==> config.mk <==
export PLATFORM = sky130hd
export DESIGN_NAME = maxnet_seq_cnt
export DESIGN_NICKNAME = d
export VERILOG_FILES = /design/src/rtl/maxnet_seq_cnt.sv
export SDC_FILE = /design/constraint.sdc
export NUM_CORES = 1
export LEC_CHECK = 0
export ABC_AREA = 1
export CORE_MARGIN = 2
export CORE_UTILIZATION = 45
export CTS_CLUSTER_SIZE = 40
export DETAILED_ROUTE_END_ITERATION = 8
export GPL_TIMING_DRIVEN = 0
export PLACE_DENSITY = 0.78
export REMOVE_ABC_BUFFERS = 1
export SLEW_MARGIN = 25
export SYNTH_ARGS = -nofsm -noshare
export SYNTH_HDL_FRONTEND = slang
export SYNTH_SLANG_ARGS = --single-unit
==> constraint.sdc <==
create_clock -name clk -period 1.63 [get_ports clk]
set_input_delay 0.163 -clock clk [delete_from_list [all_inputs] [get_ports clk]]
set_output_delay 0.163 -clock clk [all_outputs]
set_load 0.02 [all_outputs]
==> src/rtl/maxnet_seq_cnt.sv <==
// maxnet_seq_cnt: iteration sequencer for the Maxnet datapath.
// Loads activations, repeatedly kicks the PLU controller and writes results
// back until at most one neuron remains nonzero or MAX_ITER is reached.
// Optional PLU watchdog: define MAXNET_SEQ_WDOG_EN to build it.
module maxnet_seq_cnt #(
    parameter int N_NEURONS   = 4,
    parameter int IDX_W       = 2,
    parameter int MAX_ITER    = 15,
    parameter int ITER_W      = 4,
    parameter int WDOG_CYCLES = 64
) (
    input  logic                 clk,
    input  logic                 rst,
    input  logic                 start,
    input  logic                 plu_done,
    input  logic [N_NEURONS-1:0] nz_flags,
    output logic                 load_we,
    output logic                 plu_start,
    output logic                 act_we,
    output logic                 busy,
    output logic                 done,
    output logic                 winner_valid,
    output logic [IDX_W-1:0]     winner_idx,
    output logic                 timeout,
    output logic [ITER_W-1:0]    iter_cnt,
    output logic                 plu_err
);

    localparam int CNT_W = $clog2(N_NEURONS + 1);

    // Reject parameter sets the counters and index cannot represent.
    generate
        if (N_NEURONS < 2 || (1 << IDX_W) < N_NEURONS || MAX_ITER < 1 ||
            MAX_ITER > (1 << ITER_W) - 1 || WDOG_CYCLES < 1) begin : g_bad_param
            $error("maxnet_seq_cnt: inconsistent parameters");
        end
    endgenerate

    typedef enum logic [2:0] {
        S_IDLE, S_LOAD, S_CHECK, S_KICK, S_WAIT, S_WB, S_FIN
    } state_t;

    state_t             state_q, state_d;
    logic [ITER_W-1:0]  iter_cnt_q, iter_cnt_d;
    logic               winner_valid_q, winner_valid_d;
    logic [IDX_W-1:0]   winner_idx_q, winner_idx_d;
    logic               timeout_q, timeout_d;
    logic               plu_err_q, plu_err_d;
    logic               wdog_expired;

    logic [CNT_W-1:0]   nz_cnt;
    logic [IDX_W-1:0]   nz_pos;

    // Population count of surviving neurons and position of a set bit
    // (only meaningful when exactly one bit is set).
    always_comb begin
        nz_cnt = '0;
        nz_pos = '0;
        for (int i = 0; i < N_NEURONS; i++) begin
            nz_cnt = nz_cnt + CNT_W'(nz_flags[i]);
            if (nz_flags[i]) nz_pos = IDX_W'(i);
        end
    end

`ifdef MAXNET_SEQ_WDOG_EN
    localparam int WDOG_W = $clog2(WDOG_CYCLES + 1);
    logic [WDOG_W-1:0] wdog_q, wdog_d;

    // Last WAIT cycle allowed without plu_done; FIN follows on the next edge.
    assign wdog_expired = (wdog_q == WDOG_W'(WDOG_CYCLES - 1));

    // Watchdog cycle counter register.
    always_ff @(posedge clk or negedge rst) begin
        if (!rst) wdog_q <= '0;
        else      wdog_q <= wdog_d;
    end

    // Cleared in KICK so it starts at zero on entry to WAIT; counts in WAIT.
    always_comb begin
        wdog_d = wdog_q;
        if (state_q == S_KICK)      wdog_d = '0;
        else if (state_q == S_WAIT) wdog_d = wdog_q + WDOG_W'(1);
    end
`else
    assign wdog_expired = 1'b0;
`endif

    // State and result registers.
    always_ff @(posedge clk or negedge rst) begin
        if (!rst) begin
            state_q        <= S_IDLE;
            iter_cnt_q     <= '0;
            winner_valid_q <= 1'b0;
            winner_idx_q   <= '0;
            timeout_q      <= 1'b0;
            plu_err_q      <= 1'b0;
        end else begin
            state_q        <= state_d;
            iter_cnt_q     <= iter_cnt_d;
            winner_valid_q <= winner_valid_d;
            winner_idx_q   <= winner_idx_d;
            timeout_q      <= timeout_d;
            plu_err_q      <= plu_err_d;
        end
    end

    // Next-state and result update logic.
    always_comb begin
        state_d        = state_q;
        iter_cnt_d     = iter_cnt_q;
        winner_valid_d = winner_valid_q;
        winner_idx_d   = winner_idx_q;
        timeout_d      = timeout_q;
        plu_err_d      = plu_err_q;
        case (state_q)
            S_IDLE: if (start) state_d = S_LOAD;
            S_LOAD: begin
                iter_cnt_d     = '0;
                winner_valid_d = 1'b0;
                winner_idx_d   = '0;
                timeout_d      = 1'b0;
                plu_err_d      = 1'b0;
                state_d        = S_CHECK;
            end
            S_CHECK: begin
                if (nz_cnt == CNT_W'(1)) begin
                    winner_valid_d = 1'b1;
                    winner_idx_d   = nz_pos;
                    state_d        = S_FIN;
                end else if (nz_cnt == '0) begin
                    winner_valid_d = 1'b0;
                    state_d        = S_FIN;
                end else if (iter_cnt_q == ITER_W'(MAX_ITER)) begin
                    timeout_d = 1'b1;
                    state_d   = S_FIN;
                end else begin
                    state_d = S_KICK;
                end
            end
            S_KICK: state_d = S_WAIT;
            S_WAIT: begin
                if (plu_done) begin
                    state_d = S_WB;
                end else if (wdog_expired) begin
                    plu_err_d      = 1'b1;
                    winner_valid_d = 1'b0;
                    timeout_d      = 1'b0;
                    state_d        = S_FIN;
                end
            end
            S_WB: begin
                iter_cnt_d = iter_cnt_q + ITER_W'(1);
                state_d    = S_CHECK;
            end
            S_FIN:   state_d = S_IDLE;
            default: state_d = S_IDLE;
        endcase
    end

    assign load_we      = (state_q == S_LOAD);
    assign plu_start    = (state_q == S_KICK);
    assign act_we       = (state_q == S_WB);
    assign busy         = (state_q != S_IDLE);
    assign done         = (state_q == S_FIN);
    assign winner_valid = winner_valid_q;
    assign winner_idx   = winner_idx_q;
    assign timeout      = timeout_q;
    assign iter_cnt     = iter_cnt_q;
    assign plu_err      = plu_err_q;

endmodule

# After elaboration in Yosys (flattened, before gate mapping)
# Index checks and enable logic that the tools add are counted.
# word_totals
register_bits	11
in_bits	8
output_inout_bits	14
word_cells	53
# classes
addsub	4
n_eq_ne	15
mux	19
reduce_logical	10
# ops
operator	count
two-way mux 3 bit	5
case mux 3 bit (5 select lines)	1
!= test 2 bit, second input constant	6
equality test 3 bit, second input constant	3
case mux 4 bit (2 select lines)	1
equality test 3 x 1 -> 1 bit, second input constant	2
equality test 3 x 2 -> 1 bit, second input constant	2
logical NOT 3 bit	2
two-way mux 1 bit	6
two-way mux 2 bit	3
AND reduction 2 bit	3
adder 4 x 1 -> 4 bit, second input constant	1
equality test 4 bit, second input constant	1
case mux 1 bit (2 select lines)	2
case mux 2 bit (2 select lines)	1
AND reduction 4 bit	1
nonzero test 2 bit	2
adder 2 x 1 -> 3 bit	1
adder 3 x 1 -> 3 bit	1
!= test 3 bit, second input constant	1
nonzero test 3 bit	1
adder 1 x 1 -> 2 bit	1
OR reduction 2 bit	1

# Depth between registers and ports, before layout
# Gate-level depths: netlist (run 1).
# logic_depth
word_depth	7
mapped_depth	12

# Worst setup path after synthesis (run 1)
# OpenSTA, ideal clock, no wires.
# synth_path
path_kind	input to register
from	in nz_flags[0]
to	reg winner_idx_q[0], in the netlist winner_idx[0]
setup_time_ns	0.065
arrival_time_ns	1.714
required_ns	1.565
slack_ns	-0.150
path_stages	12
path_buffers	0
cell_sequence	inv_1 -> fa_1 -> inv_1 -> ha_1 -> ha_1 -> inv_1 -> nand2_1 -> nor2_1 -> nand2_2 -> nand2_1 -> nand3_1 -> nand2_1
# synth_via
elab_chain_len	6
# synth_rtl
item	line_no	source
start, declared	16	input logic [N_NEURONS-1:0] nz_flags,
adder 1 x 1 -> 2 bit	60	nz_cnt = nz_cnt + CNT_W'(nz_flags[i]);
adder 2 x 1 -> 3 bit	60	
adder 3 x 1 -> 3 bit	60	
equality test 3 x 1 -> 1 bit	126	if (nz_cnt == CNT_W'(1)) begin
!= test 2 bit (no line)	-	
AND reduction 2 bit (no line)	-	
end signal, assigned	101	winner_idx_q <= winner_idx_d;
end, declared	46	logic [IDX_W-1:0] winner_idx_q, winner_idx_d;
# Every way passes these cells.
# A chain may end at the register's enable or synchronous reset.

# Final worst setup path (run 1)
# layout_path
from	in nz_flags[3]
to	reg state_q[0]
# layout_via
elab_chain_len	5
elab_cells_between_ends	6
# layout_rtl
item	line_no	source
adder 3 x 1 -> 3 bit (*)	60	
logical NOT 3 bit	130	end else if (nz_cnt == '0) begin
two-way mux 3 bit	130	
two-way mux 3 bit (*)	126	
case mux 3 bit (5 select lines) (*)	115	case (state_q)
end signal, assigned	98	state_q <= state_d;
end, declared	43	state_t state_q, state_d;
# Mark *: on every way between the ends. The rest lies on a longest branch, timed or not.

==> results of run 1 <==
-- sequential cells by signal, indices dropped and copies added (netlist names) --
name	cells
state_q	3
winner_valid	1
timeout	1
winner_idx	2
iter_cnt	4
-- cells by family after synthesis --
group	after synthesis	share of synthesized area (%)
AND/OR/NAND/NOR	44	31.3
buffers and inverters	13	7.69
flip-flops	11	40.3
AO/OA/AOI/OAI	9	9.16
adder cells (fa/ha/maj)	4	8.43
XOR/XNOR	2	2.56
other	1	0.549
-- power by group through the flow --
stage	Sequential [W]	Clock [W]	Combinational, W
after floorplan	0.000530	0	0.000452
after global placement	0.000467	0	0.000812
after detailed placement	0.000474	0	0.000826
after CTS	0.000470	0.000185	0.000819
after global routing	0.000487	0.000197	0.000918
final	0.000472	0.000177	0.000839
-- what timing repair did --
| action | in CTS | in global routing |
|---|---|---|
| gates resized for setup | 23 | 14 |
| setup endpoints to repair | 11 | 9 |
| buffers inserted | 0 | 0 |
| hold buffers | 0 | 0 |
| pin swaps | 6 | 10 |
-- metal layers --
metal  track usage, %  vias to the layer above  routed length (um)
met2             28.8                       13                 770
met1             22.4                      280                 645
met4             10.9                        0                  15
met5                0                        -                   0
li1                 -                      312                   -
met3             1.28                        2                  46
-- critical path: stages --
cell and delay [ps]:
buf_8 80, inv_4 30, fa_1 540, inv_2 50, ha_4 160, ha_4 260, inv_4 40, nand3b_1 100
nand3_2 90, nor2_2 100, nor2_1 60, nor2_1 110
-- placed cells by master (no fill, tap or decap) --
| cell | count |
|---|---|
| inv_2 | 6 |
| buf_8 | 1 |
| clkdlybuf4s50_1 | 12 |
| a22o_2 | 1 |
| inv_4 | 2 |
| clkbuf_2 | 2 |
| dlygate4sd2_1 | 2 |
| a21oi_2 | 1 |
| conb_1 | 1 |
| nand3_2 | 3 |
| nor2_4 | 3 |
| clkbuf_4 | 3 |
| fa_1 | 1 |
| buf_2 | 1 |
| clkdlybuf4s15_1 | 2 |
| dfrtp_2 | 1 |
| o22ai_1 | 1 |
| dfrtp_1 | 10 |
| xor2_1 | 2 |
| o21ai_0 | 2 |
| o21ai_2 | 2 |
| ha_4 | 2 |
| inv_1 | 4 |
| nand3_1 | 5 |
| nor2_2 | 2 |
| nand2_2 | 5 |
| nand3b_1 | 1 |
| clkbuf_1 | 1 |
| nor2_1 | 9 |
| a21oi_1 | 2 |
| nand2_1 | 16 |
| ha_1 | 1 |
-- per-stage QoR --
| step | instances | util, % |
|---|---|---|
| after floorplan | 83 | - |
| after global placement | 119 | 60.9 |
| after detailed placement | 119 | 60.9 |
| after CTS | 123 | 63.4 |
| after global routing | 123 | 65.3 |
| final | 123 | 65.3 |
-- worst min-delay path by stage --
stage / from / end
global route: rst / iter_cnt[3]
floorplan: rst / iter_cnt[0]
global placement: winner_valid / winner_valid
finish: rst / iter_cnt[3]
detailed placement: winner_valid / winner_valid
CTS: rst / iter_cnt[3]
-- cell type report --
cell class	instances	area, sq um
inverter	12	50.0
multi-input combinational	60	400
fill	126	510
sequential	11	277
tap	16	20.0
timing repair buffer	20	188
clock buffer	4	26.3
==> flow_metrics.py, run 1 <==
metrics = {
    "yosys": {
        "most_used_standard_cells_in_the_synthesized_netlist": "nand2_1 (18), dfrtp_1 (11), nor2_1 (11)",
        "ys.flop_type": "dfrtp_1",
        "postSynthAreaPerCell_sq_um": 8.13,
        "post_synth_main_area_contributors": "dfrtp_1 (40%), nand2_1 (9.9%), nor2_1 (6.0%)",
        "synthesis.yosys.warnings": 0,
        "synth_largest_area_cell": "dfrtp_1",
        "synth.most_common_cell": "nand2_1",
        "synth.cell_area_sq_um": 683,
        "synth.lib_cells_used.distinct": 21,
        "synthCells": 84,
        "flops_latches_synth": 11,
        "synth_async_sr_flop_share_pct": 100,
        "synthDominantCellAreaShare_pct": 40.3,
        "ys_seq_area_share_pct": 40.3,
        "number_of_enable_type_register_cells_in_the_synthesized_netlist": 0,
    },
    "routing": {
        "route.detailed.vias_per_inst": 4.93,
        "num_vias": 607,
        "detail_route.drc_violations": 0,
        "wl_per_cell_um": 12.0,
        "first_pass_iters": 4,
        "antenna_nets_post_route": 0,
        "drt_wl_total_um": 1480,
        "drt_iter0_markers": 4,
    },
    "critical_path": {
        "critPathLaunch": "nz_flags[3]",
        "rr_startpoint": "iter_cnt[0]",
        "endpoint": "state_q[0]",
        "critPathCaptureType": "flop",
        "path_class": "in2reg",
        "timing.critical_path.fanout_max": 4,
        "worst-endpoint-required_ps": 1820,
        "worstReg2RegEnd": "state_q[0]",
        "critPathLaunchType": "input pin",
        "worst_reg_to_reg_cells": 6,
        "cp_arrival_ps": 1780,
        "r2r_setup_slack_ps": 410,
    },
    "pwr": {
        "power.ir.vdd_worst_mv": 1.01,
        "power_switching_w": 0.000696,
        "design_power_total_w": 0.00149,
        "power_leakage_nw": 0.467,
        "intPower_w": 0.000793,
        "sequentialPowerShare_pct": 31.7,
        "share_clk_of_total_power_pct": 11.9,
        "power.share.combinational_pct": 56.4,
        "power.density_nw_per_um2": 1550,
        "power.switching_fraction_pct": 46.7,
    },
    "final_layout": {
        "nNetsFinal": 120,
        "post-route-cell-area_sq_um": 961,
        "antenna_cells_inserted": 0,
        "areaGrowthSynthToFinish_pct": 40.7,
        "final_layout_size_suffix_gt1_share_pct": 32.7,
    },
    "clock_tree": {
        "clk_pin_slew_ps": 70,
        "cts_htree_levels": 1,
        "cts_inserted_buffers": 3,
        "cts.path.max_buffers": 2,
        "cts_num_sinks": 11,
        "ctsRootBufferMaster": "clkbuf_4",
        "insertion_delay_ps": 260,
        "cts_tree": "built",
    },
    "sta": {
        "final_hold_fails": 0,
        "fin_setup_tns_ps": 0,
        "worst_slack_on_hold_paths_ps": 222,
        "slew_limit_fails": 0,
        "grt_setup_unrepaired": "true",
        "timing.final.setup_violations": 0,
        "postLayoutSetupSlackWorst_ps": 39.6,
        "finClkSkew_ps": 4.18,
        "timing.final.crit_period_ps": 1590,
        "finalCritPeriodShare_pct": 97.6,
        "max_clock_freq_ghz": 0.629,
    },
    "die": {
        "floorplan.rows": 14,
        "floorplan.die.width_um": 43.0,
        "start_util_pct": 46.4,
        "floorplan.core_area_sq_um": 1470,
        "io-pin-count": 22,
        "die_h_um": 43.0,
        "die-area_sq_um": 1850,
    },
    "placement": {
        "pre_cts_ws_ps": -732,
        "port_buffers": 20,
        "routabilityCongestion": 0.708,
        "total_placed_instance_area_sq_um": 896,
        "place.detailed.hpwl_um": 1090,
    },
    "grt": {
        "grt_pass1_wl_um": 2410,
        "grtUsageTotal_pct": 17.6,
        "via_count_of_the_first_global_routing_pass": 601,
        "global_route.overflow_total": 0,
        "antenna_violations_before_repair": 0,
        "grt_start_max_net_pins": 12,
    },
    "status": {
        "outcome": "finished, final reports clean",
    },
    "worst_hold_path": {
        "hp-class": "in2async",
    },
    "job": {
        "max_cap_violations": 0,
    },
}
Note: power is estimated with default switching activity, not from simulation.
==> run 2, diff against run 1 <==
--- a/config.mk
+++ b/config.mk
@@ -12,7 +12,6 @@
 export DETAILED_ROUTE_END_ITERATION = 8
 export GPL_TIMING_DRIVEN = 0
 export PLACE_DENSITY = 0.78
-export REMOVE_ABC_BUFFERS = 1
 export SLEW_MARGIN = 25
 export SYNTH_ARGS = -nofsm -noshare
 export SYNTH_HDL_FRONTEND = slang
==> run 2 against run 1 <==
Net effect: the run now ends with negative setup slack left; design area is 1.3% higher; die area is the same; via count fell by 2.3%; count of clock-buffer cells in the layout unchanged; non-clock buffer count increased by 2; critical endpoint is now state_q[2]; largest power group unchanged.
==> flow_metrics.py, run 2 (synthesized netlist as in run 1, its figures left out) <==
metrics = {
    "worst_hold_path": {
        "hp-class": "in2async",
    },
    "final_layout": {
        "layout_commonest_cell": "nand2_1",
        "areaGrowthSynthToFinish_pct": 42.5,
        "final_layout_size_suffix_gt1_share_pct": 34.9,
        "post-route-cell-area_sq_um": 973,
        "largest_register_ff_count": 4,
        "most_frequent_cells_in_the_layout": "nand2_1 (15), clkdlybuf4s50_1 (12), dfrtp_1 (11)",
        "antenna_cells_inserted": 0,
        "nNetsFinal": 122,
    },
    "sta": {
        "grt_setup_unrepaired": "true",
        "max_clock_freq_ghz": 0.608,
        "final_hold_fails": 0,
        "timing.final.setup_violations": 1,
        "slew_limit_fails": 0,
        "finClkSkew_ps": 4.28,
        "postLayoutSetupSlackWorst_ps": -15.4,
        "timing.final.crit_period_ps": 1650,
        "finalCritPeriodShare_pct": 101,
    },
    "critical_path": {
        "critPathLaunchType": "input pin",
        "rr_startpoint": "iter_cnt[0]",
        "worst_reg_to_reg_cells": 5,
        "r2r_setup_slack_ps": 390,
        "cp_arrival_ps": 1790,
        "worst-endpoint-required_ps": 1780,
        "timing.critical_path.fanout_max": 4,
        "worstReg2RegEnd": "state_q[2]",
        "critPathCaptureType": "flop",
        "path_class": "in2reg",
    },
    "die": {
        "floorplan.core_area_sq_um": 1470,
        "io-pin-count": 22,
        "start_util_pct": 46.4,
        "die_h_um": 43.0,
        "die-area_sq_um": 1850,
        "floorplan.die.width_um": 43.0,
        "floorplan.rows": 14,
    },
    "placement": {
        "total_placed_instance_area_sq_um": 926,
        "pre_cts_ws_ps": -826,
        "port_buffers": 20,
        "routabilityCongestion": 0.717,
        "place.detailed.hpwl_um": 1130,
    },
    "grt": {
        "via_count_of_the_first_global_routing_pass": 591,
        "grt_start_max_net_pins": 12,
        "grtUsageTotal_pct": 16.7,
        "grt_pass1_wl_um": 2320,
        "antenna_violations_before_repair": 0,
        "global_route.overflow_total": 0,
    },
    "clock_tree": {
        "insertion_delay_ps": 260,
        "cts_inserted_buffers": 3,
        "clk_pin_slew_ps": 70,
        "cts.path.max_buffers": 2,
        "hold_buffers": 0,
        "cts_htree_levels": 1,
        "ctsRootBufferMaster": "clkbuf_4",
        "cts_num_sinks": 11,
        "cts_tree": "built",
    },
    "routing": {
        "first_pass_iters": 3,
        "drt_iter0_markers": 3,
        "detail_route.drc_violations": 0,
        "num_vias": 593,
        "drt_wl_total_um": 1380,
        "antenna_nets_post_route": 0,
        "wl_per_cell_um": 11.0,
        "route.detailed.vias_per_inst": 4.74,
    },
    "pwr": {
        "power.ir.vdd_worst_mv": 0.963,
        "power.density_nw_per_um2": 1530,
        "power_leakage_nw": 0.477,
    },
    "job": {
        "max_cap_violations": 0,
    },
    "status": {
        "violations": "negative setup slack",
        "outcome": "finished, violations left",
    },
    "yosys": {
        "synth.net_count": 96,
    },
}
-- run 2: cell types whose count changed in the layout (fill, tap and decap cells not counted), sizes merged --
cell / delta
buf: +3
clkbuf: -1
-- run 2: layout make-up --
cell class,instances,area (sq um)
fillers,143,498
multi-input cells,60,393
flip-flops and latches,11,275
repair buffers,21,196
inverters,12,55.1
clock buffers,4,26.3
well taps,16,20.0
plain buffers,1,7.51
-- run 2: worst max path at each step --
stage                            from       endpoint  slack [ps]  cells past startpoint
after floorplan           nz_flags[3]  winner_idx[0]         -60                     12
after CTS                 nz_flags[3]     state_q[0]         -20                     12
after global routing      nz_flags[3]     state_q[2]         -90                     11
final                     nz_flags[3]     state_q[2]         -20                     11
after detailed placement  nz_flags[3]     state_q[0]        -830                     12
after global placement    nz_flags[3]  winner_idx[0]        -740                     13
-- run 2: timing repair --
item                                   CTS  global route
gates resized for setup                 29             7
pin swaps                               10             2
buffers inserted                         1             0
setup endpoints to repair               11             8
endpoints found under the hold margin    0             0
-- run 2: per-stage QoR --
stage	total power (W)	cells	TNS [ps]	hold slack, ps	util (%)
floorplan	0.000992	84	-187	-133	-
global placement	0.00129	120	-4350	460	62.9
detailed placement	0.00131	120	-4710	477	62.9
CTS	0.00149	125	-40.4	229	65.6
global route	0.00160	125	-224	257	66.2
finish	0.00149	125	-15.4	229	66.2
-- run 2: routing by layer --
metal / global-route usage, % / wire length (um) / share of wire, % / up-vias
met1: 20.9 / 630 / 46 / 263
met5: 0 / 0 / 0 / -
li1: - / - / - / 315
met2: 27.6 / 677 / 49 / 13
met4: 9.09 / 12 / 0.87 / 0
met3: 2.13 / 60 / 4.3 / 2
-- run 2: power by group --
| group | internal (W) | total (W) | switching, W |
|---|---|---|---|
| logic | 0.000338 | 0.000843 | 0.000505 |
| clock network | 0.0000944 | 0.000175 | 0.0000805 |
| registers | 0.000367 | 0.000467 | 0.0000998 |
| total | 0.000799 | 0.00149 | 0.000686 |
-- run 2: worst max-delay path, stage by stage --
cell and delay [ps]:
buf_8 90, inv_8 30, fa_1 540, inv_1 50, ha_2 190, ha_4 270
inv_4 40, nand3b_1 120, nand3_2 90, a21oi_1 160, nand2_1 70
==> run 3, diff against run 2 <==
--- a/config.mk
+++ b/config.mk
@@ -11,7 +11,8 @@
 export CTS_CLUSTER_SIZE = 40
 export DETAILED_ROUTE_END_ITERATION = 8
 export GPL_TIMING_DRIVEN = 0
-export PLACE_DENSITY = 0.78
+export PLACE_DENSITY = 0.89
+export SKIP_LAST_GASP = 1
 export SLEW_MARGIN = 25
 export SYNTH_ARGS = -nofsm -noshare
 export SYNTH_HDL_FRONTEND = slang
==> run 3 against run 2 <==
Net effect: the flow now finishes without violations; maximum frequency grew 2.8%; utilization shrank 1.3 points; via count is 0.51% higher; first-iteration DRC count unchanged; clock skew rose by 6.7 ps; clock power up 10%; design area is 1.9% lower; setup slack improved by 45 ps; global-route usage decreased by 0.94 points; power fell by 0.47%; largest cell class unchanged; largest power group unchanged.
==> flow_metrics.py, run 3 (synthesized netlist as in run 1, its figures left out) <==
metrics = {
    "placement": {
        "port_buffers": 20,
        "place.detailed.hpwl_um": 1020,
        "routabilityCongestion": 0.727,
        "total_placed_instance_area_sq_um": 926,
        "place.detailed.instances": 120,
        "pre_cts_ws_ps": -772,
    },
    "sta": {
        "final_hold_fails": 0,
        "timing.final.setup_violations": 0,
        "max_clock_freq_ghz": 0.625,
        "finClkSkew_ps": 11.0,
        "finalCritPeriodShare_pct": 98.2,
        "postLayoutSetupSlackWorst_ps": 29.8,
        "timing.final.crit_period_ps": 1600,
        "slew_limit_fails": 0,
        "worst_slack_on_hold_paths_ps": 207,
        "grt_setup_unrepaired": "true",
    },
    "final_layout": {
        "nNetsFinal": 121,
        "areaGrowthSynthToFinish_pct": 39.7,
        "multi_input_gate_area_in_the_final_layout_sq_um": 387,
        "most_frequent_cells_in_the_layout": "nand2_1 (17), clkdlybuf4s50_1 (12), dfrtp_1 (10)",
        "num-fill-cells": 128,
        "final_layout_size_suffix_gt1_share_pct": 32.4,
        "largest_register_ff_count": 4,
        "post-route-cell-area_sq_um": 955,
        "register_area_sq_um": 277,
        "fin_cells": 124,
        "antenna_cells_inserted": 0,
        "layout_commonest_cell": "nand2_1",
        "postLayoutCoreUtil_pct": 64.9,
    },
    "pwr": {
        "power.switching_fraction_pct": 46.7,
        "power.share.combinational_pct": 55.3,
        "share_clk_of_total_power_pct": 13.0,
        "power_leakage_nw": 0.473,
        "power_switching_w": 0.000691,
        "sequentialPowerShare_pct": 31.7,
        "power.ir.vdd_worst_mv": 0.809,
        "intPower_w": 0.000787,
        "power.density_nw_per_um2": 1550,
    },
    "grt": {
        "grt_pass1_wl_um": 2170,
        "global_route.overflow_total": 0,
        "grt_start_max_net_pins": 12,
        "antenna_violations_before_repair": 0,
        "grtUsageTotal_pct": 15.7,
        "via_count_of_the_first_global_routing_pass": 550,
    },
    "status": {
        "outcome": "finished, final reports clean",
    },
    "routing": {
        "first_pass_iters": 4,
        "drt_iter0_markers": 3,
        "wl_per_cell_um": 10.8,
        "antenna_nets_post_route": 0,
        "route.detailed.vias_per_inst": 4.81,
        "drt_wl_total_um": 1340,
        "detail_route.drc_violations": 0,
        "num_vias": 596,
    },
    "die": {
        "floorplan.core_area_sq_um": 1470,
        "die-area_sq_um": 1850,
        "floorplan.rows": 14,
        "io-pin-count": 22,
        "die_h_um": 43.0,
        "floorplan.die.width_um": 43.0,
        "start_util_pct": 46.4,
    },
    "critical_path": {
        "critPathCaptureType": "flop",
        "path_class": "in2reg",
        "timing.critical_path.fanout_max": 4,
        "critPathLaunchType": "input pin",
        "cp_arrival_ps": 1770,
        "worst-endpoint-required_ps": 1800,
    },
    "clock_tree": {
        "cts.path.max_buffers": 2,
        "cts_tree": "built",
        "hold_buffers": 0,
        "ctsRootBufferMaster": "clkbuf_4",
        "cts_inserted_buffers": 3,
        "cts_htree_levels": 1,
        "cts_num_sinks": 11,
        "insertion_delay_ps": 280,
        "clk_pin_slew_ps": 80,
    },
    "job": {
        "max_cap_violations": 0,
    },
    "yosys": {
        "synth.net_count": 96,
    },
    "worst_hold_path": {
        "hp-class": "in2async",
    },
}
-- run 3: final cells by class --
cell class	count	area share (%)
Clock buffer	4	2.75
Buffer	1	0.786
Sequential cell	11	29.0
Inverter	12	5.77
Timing Repair Buffer	20	19.1
Multi-Input combinational cell	60	40.5
Tap cell	16	2.10
-- run 3: worst paths after layout --
path                            slack (ps)         start            end  cells after the start
worst min register to register         490  winner_valid   winner_valid                      2
max in group asynchronous             1070           rst     state_q[0]                      1
min in group clk                       240   nz_flags[3]  winner_idx[1]                      5
worst max register to register         410   iter_cnt[0]     state_q[2]                      5
worst max-delay path                    30   nz_flags[3]     state_q[2]                     11
worst min-delay path                   210           rst   winner_valid                      1
-- run 3: critical path, cell delays in order --
cell      delay (ps)
buf_8             90
inv_8             30
fa_1             520
inv_1             40
ha_2             190
ha_4             270
inv_4             30
nand3b_1         120
nand3_2          110
a21oi_2          150
nand2_1           70
-- run 3: routing by layer --
metal | wire length [um] | track usage (%) | vias to the layer above
li1 | - | - | 311
met1 | 593 | 19.4 | 264
met2 | 625 | 26.4 | 19
met3 | 103 | 2.98 | 2
met4 | 16 | 7.27 | 0
met5 | 0 | 0 | -
-- run 3: what timing repair did --
item,CTS,global route
buffers inserted,0,0
pin swaps,8,4
endpoints found under the setup margin,11,9
resized for setup,20,13
-- run 3: per-stage QoR --
stage / total power (W) / setup TNS [ps]
after floorplan: 0.000992 / -187
final: 0.00148 / 0
after global routing: 0.00159 / -91.6
after CTS: 0.00148 / -16.3
after detailed placement: 0.00129 / -4420
after global placement: 0.00128 / -4270
-- run 3: power by group through the flow --
| stage | clock (W) | combinational [W] | sequential (W) |
|---|---|---|---|
| after floorplan | 0 | 0.000462 | 0.000530 |
| after detailed placement | 0 | 0.000818 | 0.000473 |
| after global placement | 0 | 0.000809 | 0.000466 |
| after global routing | 0.000209 | 0.000898 | 0.000482 |
| final | 0.000193 | 0.000817 | 0.000468 |
| after CTS | 0.000201 | 0.000815 | 0.000468 |
==> RTL change 1, RTL diff (settings of run 3) <==
Register the outputs `load_we`, `plu_start`, `act_we`, `busy` and `done`; this adds one clock of latency there. The other outputs are not delayed to match.
--- a/src/rtl/maxnet_seq_cnt.sv
+++ b/src/rtl/maxnet_seq_cnt.sv
@@ -157,11 +157,13 @@
         endcase
     end
 
-    assign load_we      = (state_q == S_LOAD);
-    assign plu_start    = (state_q == S_KICK);
-    assign act_we       = (state_q == S_WB);
-    assign busy         = (state_q != S_IDLE);
-    assign done         = (state_q == S_FIN);
+    always_ff @(posedge clk) begin
+        load_we   <= (state_q == S_LOAD);
+        plu_start <= (state_q == S_KICK);
+        act_we    <= (state_q == S_WB);
+        busy      <= (state_q != S_IDLE);
+        done      <= (state_q == S_FIN);
+    end
     assign winner_valid = winner_valid_q;
     assign winner_idx   = winner_idx_q;
     assign timeout      = timeout_q;
Function: changed (Yosys sat finds a counterexample within 4 cycles, from zero or initial values and one cycle with rst low).
==> RTL change 1 against run 3 <==
Critical path depth is 2 higher; hold slack better by 0.019 ns; largest power group unchanged; sequential cell count increased by 5; synthesized area rose by 14%; routed wire length rose by 16%; total power grew 14%; critical path type unchanged; clock skew decreased by 0.0093 ns; maximum frequency rose by 4.1%; global-route usage fell by 0.13 points; cell area up 11%; worst setup slack gained 0.063 ns; core utilization down 1.4 points; count of clock-buffer cells in the layout did not move.
==> RTL change 1: results <==
{
  "netlist_top_cells_count": "27 x nand2_1, 14 x inv_1, 11 x dfrtp_1, 11 x nor2_1, 6 x nand3_1",
  "dp_hpwl_um": 1226,
  "buffers_excl_clock": 21,
  "cts_buffer_depth": 2,
  "n_fill_cell": 135,
  "routabilityCongestion": 0.8103,
  "num_antenna_cells": 0,
  "internal-power_mw": 0.9775,
  "cp-startpoint": "nz_flags[1]",
  "multi_input_area_share": 0.3467,
  "synth-async-reset-ratio": 0.6875,
  "vias": 678,
  "clk_share": 0.02476,
  "final.period_utilization": 0.9429,
  "syn_avg_cell_area_sq_um": 7.874,
  "finalNetCount": 136,
  "grt_pass1_vias": 563,
  "grt_pass1_wl_um": 2228,
  "register_area_sq_um": 375.4,
  "ys_warn_count": 0,
  "r2r_setup_slack_ns": 0.42,
  "worst_ep_arrival_time_ns": 1.72,
  "status": "completed",
  "yosys_most_used_dff": "dfrtp_1",
  "io_buffer_count": 20,
  "inverters": 17,
  "post-place-ws_ns": -0.7367,
  "fin_skew_ns": 0.001741,
  "pwr-share-clk": 0.126,
  "yosysUniqueCellTypes": 22,
  "clock_sinks": 16,
  "r2r-start": "iter_cnt[0]",
  "endpoint": "winner_idx[0]",
  "synth_compound_area_frac": 0.05939,
  "syn_nets": 111,
  "htreeDepth": 1,
  "yosys.area_share.xor_xnor": 0.01124,
  "via_per_inst": 4.843,
  "seq_area_frac_synth": 0.4815,
  "drive_gt1_frac": 0.1951,
  "synth_area_leaders": "dfrtp_1 35%, nand2_1 13%, dfxtp_1 13%, inv_1 6.7%, nor2_1 5.3%",
  "seq_power_share": 0.384,
  "cts-root-buf": "clkbuf_4",
  "reg2reg_depth": 5,
  "peakVddDrop_v": 0.001110,
  "tightest_slew_ns": 0.5434,
  "routed_wl_um": 1552,
  "power.leakage_nw": 0.5518,
  "buffer_area_frac": 0.1875,
  "synthAdderAreaFrac": 0.07384,
  "drt-initial-drc-count": 12,
  "grt_usage": 0.1559,
  "multi_input_gates": 65
}
RTL change 1: cell types whose count changed in the layout (fill, tap and decap cells not counted), moves of 3 or more:
| cell | delta |
|---|---|
| clkdlybuf4s50_1 | +5 |
| nand2_1 | +7 |
| dfxtp_1 | +5 |
| nor2_4 | -3 |
| inv_1 | +7 |
| clkbuf_2 | -4 |
RTL change 1: repair_timing:
item                       in CTS  in global routing
setup endpoints to repair       6                  5
pin swaps                       7                  3
setup buffers                   0                  0
gates resized for setup        13                  4
hold buffers                    0                  0
RTL change 1: metrics by stage:
step / area, sq um / hold slack (ns) / power, mW
detailed placement: 1036 / 0.4897 / 1.477
global placement: 1036 / 0.4677 / 1.441
finish: 1061 / 0.2258 / 1.685
CTS: 1050 / 0.2243 / 1.691
global route: 1061 / 0.2369 / 1.809
floorplan: 814.5 / -0.1326 / 1.157
RTL change 1: per-layer routing:
metal,vias to the layer above,global-route usage,share of wire
met3,4,0.02778,0.036
met2,19,0.2873,0.50
li1,351,-,-
met4,0,0.08824,0.015
met1,304,0.1625,0.45
met5,-,0,0
RTL change 1: how the worst min path moves through the flow:
stage | from | end | slack (ns) | cells past startpoint
detailed placement | timeout | timeout | 0.49 | 2
floorplan | rst | iter_cnt[0] | -0.13 | 0
global route | nz_flags[3] | winner_idx[1] | 0.24 | 5
global placement | timeout | timeout | 0.47 | 2
CTS | nz_flags[3] | winner_idx[0] | 0.22 | 5
finish | rst | timeout | 0.23 | 1
RTL change 1: worst max-delay path, delay by kind of cell:
kind	cells	cell delay [ns]
fa+ha+maj	3	0.98
buf+inv	4	0.21
simple gates	6	0.36
==> RTL change 2, RTL diff (settings of run 3) <==
Made on the original files. Set the parameter `IDX_W` to 3 (it was 2).
--- a/src/rtl/maxnet_seq_cnt.sv
+++ b/src/rtl/maxnet_seq_cnt.sv
@@ -4,7 +4,7 @@
 // Optional PLU watchdog: define MAXNET_SEQ_WDOG_EN to build it.
 module maxnet_seq_cnt #(
     parameter int N_NEURONS   = 4,
-    parameter int IDX_W       = 2,
+    parameter int IDX_W       = 3,
     parameter int MAX_ITER    = 15,
     parameter int ITER_W      = 4,
     parameter int WDOG_CYCLES = 64
Interface: changed (resized winner_idx); port bits go from 22 to 23. The function was not compared with the original's and may differ.
==> RTL change 2 against run 3 <==
The flow now finishes with violations (setup timing); final cell count increased by 2.4%; synthesized area decreased by 2.7%; routed wire length increased by 30%; combinational power increased by 3.5%; total power increased by 2.4%; maximum frequency decreased by 3.4%; cell area increased by 1.6%; sequential cell count unchanged; worst setup slack got worse by 0.056 ns; critical path type unchanged.
==> RTL change 2: results <==
{
  "status": "complete, but fails checks",
  "violations": "setup timing",
  "grt_usage": 0.1791,
  "syn_avg_cell_area_sq_um": 7.816,
  "wl_met2_um": 976,
  "dp.cells": 121,
  "drive_gt1_frac": 0.3304,
  "finalNetCount": 125,
  "grt_pass1_vias": 603,
  "final-setup-viol-count": 3,
  "switchingPower_mw": 0.7248,
  "synth_area_leaders": "dfrtp_1 41%, nand2_1 11%, nor2_1 6.2%, nand3_1 6.0%, ha_1 5.6%",
  "power.leakage_nw": 0.5071,
  "crit_slowest_cell": "fa_1",
  "grt_pass1_wl_um": 2442,
  "routabilityCongestion": 0.7278,
  "tns_ns": -0.04431,
  "ys_warn_count": 0,
  "fin_skew_ns": 0.006421,
  "cts_buffer_depth": 2,
  "dp_hpwl_um": 1130,
  "met3_length_um": 86,
  "post-place-ws_ns": -0.8052,
  "drt-initial-drc-count": 17,
  "vias": 678,
  "via_per_inst": 5.339,
  "n_fill_cell": 108,
  "seq_area_frac_synth": 0.4143,
  "cp_slowest_stage_delay_ns": 0.52,
  "wire_per_inst_um": 13.75,
  "dpl_cell_area_sq_um": 914.6,
  "wl_met1_um": 672,
  "io_buffer_count": 20,
  "fin_ws_ns": -0.02636,
  "slew_headroom": 0.6584,
  "peakVddDrop_v": 0.001104,
  "yosysUniqueCellTypes": 21,
  "netlist_top_cells_count": "19 x nand2_1, 11 x dfrtp_1, 11 x nor2_1",
  "path_max_fanout": 3
}
[RTL change 2: cell types whose count changed in the layout (fill, tap and decap cells not counted), moves of 2 or more]
cell      before  now
nor2_4         3    1
buf_2          0    2
buf_4          1    4
o21ai_2        2    0
o21ai_1        1    3
clkbuf_2       4    2
[RTL change 2: what timing repair did]
item,4_1_cts,5_1_grt
endpoints found under the setup margin,11,9
hold buffers,0,0
buffers inserted,1,1
pin swaps,9,8
gates resized for setup,22,13
[RTL change 2: logic make-up (layout without fill, tap and decap cells)]
logic type / count (synthesis) / count (layout) / synth area share
simple gates: 44 / 44 / 0.2957
buf+inv: 14 / 40 / 0.09040
flops: 11 / 11 / 0.4143
compound gates: 9 / 9 / 0.08098
fa+ha+maj: 4 / 4 / 0.08664
xor+xnor: 2 / 2 / 0.02637
other cells: 1 / 2 / 0.005644
[RTL change 2: power by group through the flow]
stage                     combinational, mW  sequential, mW  clock (mW)
after floorplan                       0.433           0.528           0
after global placement                0.782           0.463           0
after detailed placement              0.807           0.470           0
after CTS                             0.804           0.470       0.194
after global routing                  0.910           0.489       0.204
final                                 0.846           0.472       0.196
[RTL change 2: routing by layer]
layer,up-vias,track usage
met3,2,0.02586
met2,30,0.3354
met4,0,0.05625
li1,321,-
met5,-,0
met1,325,0.2054
[RTL change 2: metrics by stage]
step | util | power (mW)
floorplan | - | 0.9608
global placement | 0.6857 | 1.245
detailed placement | 0.6857 | 1.276
CTS | 0.7111 | 1.467
global route | 0.7270 | 1.603
finish | 0.7270 | 1.514
[RTL change 2: area by class of cell]
| type | count | area (sq um) | area share |
|---|---|---|---|
| multi-input cells | 61 | 377.9 | 0.3897 |
| flip-flops and latches | 11 | 276.5 | 0.2852 |
| plain buffers | 2 | 15.01 | 0.01548 |
| inverters | 12 | 55.05 | 0.05677 |
| clock buffers | 4 | 26.28 | 0.02710 |
| repair buffers | 22 | 200.2 | 0.2065 |
| well taps | 15 | 18.77 | 0.01935 |
[RTL change 2: critical path: cells and delay by family]
kind,cells,cell delay (ns)
fa+ha+maj,3,0.88
buf+inv,3,0.16
simple gates,6,0.62
[RTL change 2: final timing paths]
path                       depth (start not counted)  slack (ns)            end
max                                               12       -0.03     state_q[0]
max reg2reg                                        5        0.39     state_q[2]
min                                                1        0.22    iter_cnt[2]
min reg2reg                                        2        0.47   winner_valid
max in group asynchronous                          1        1.04     state_q[1]
min in group clk                                   5        0.25  winner_idx[1]
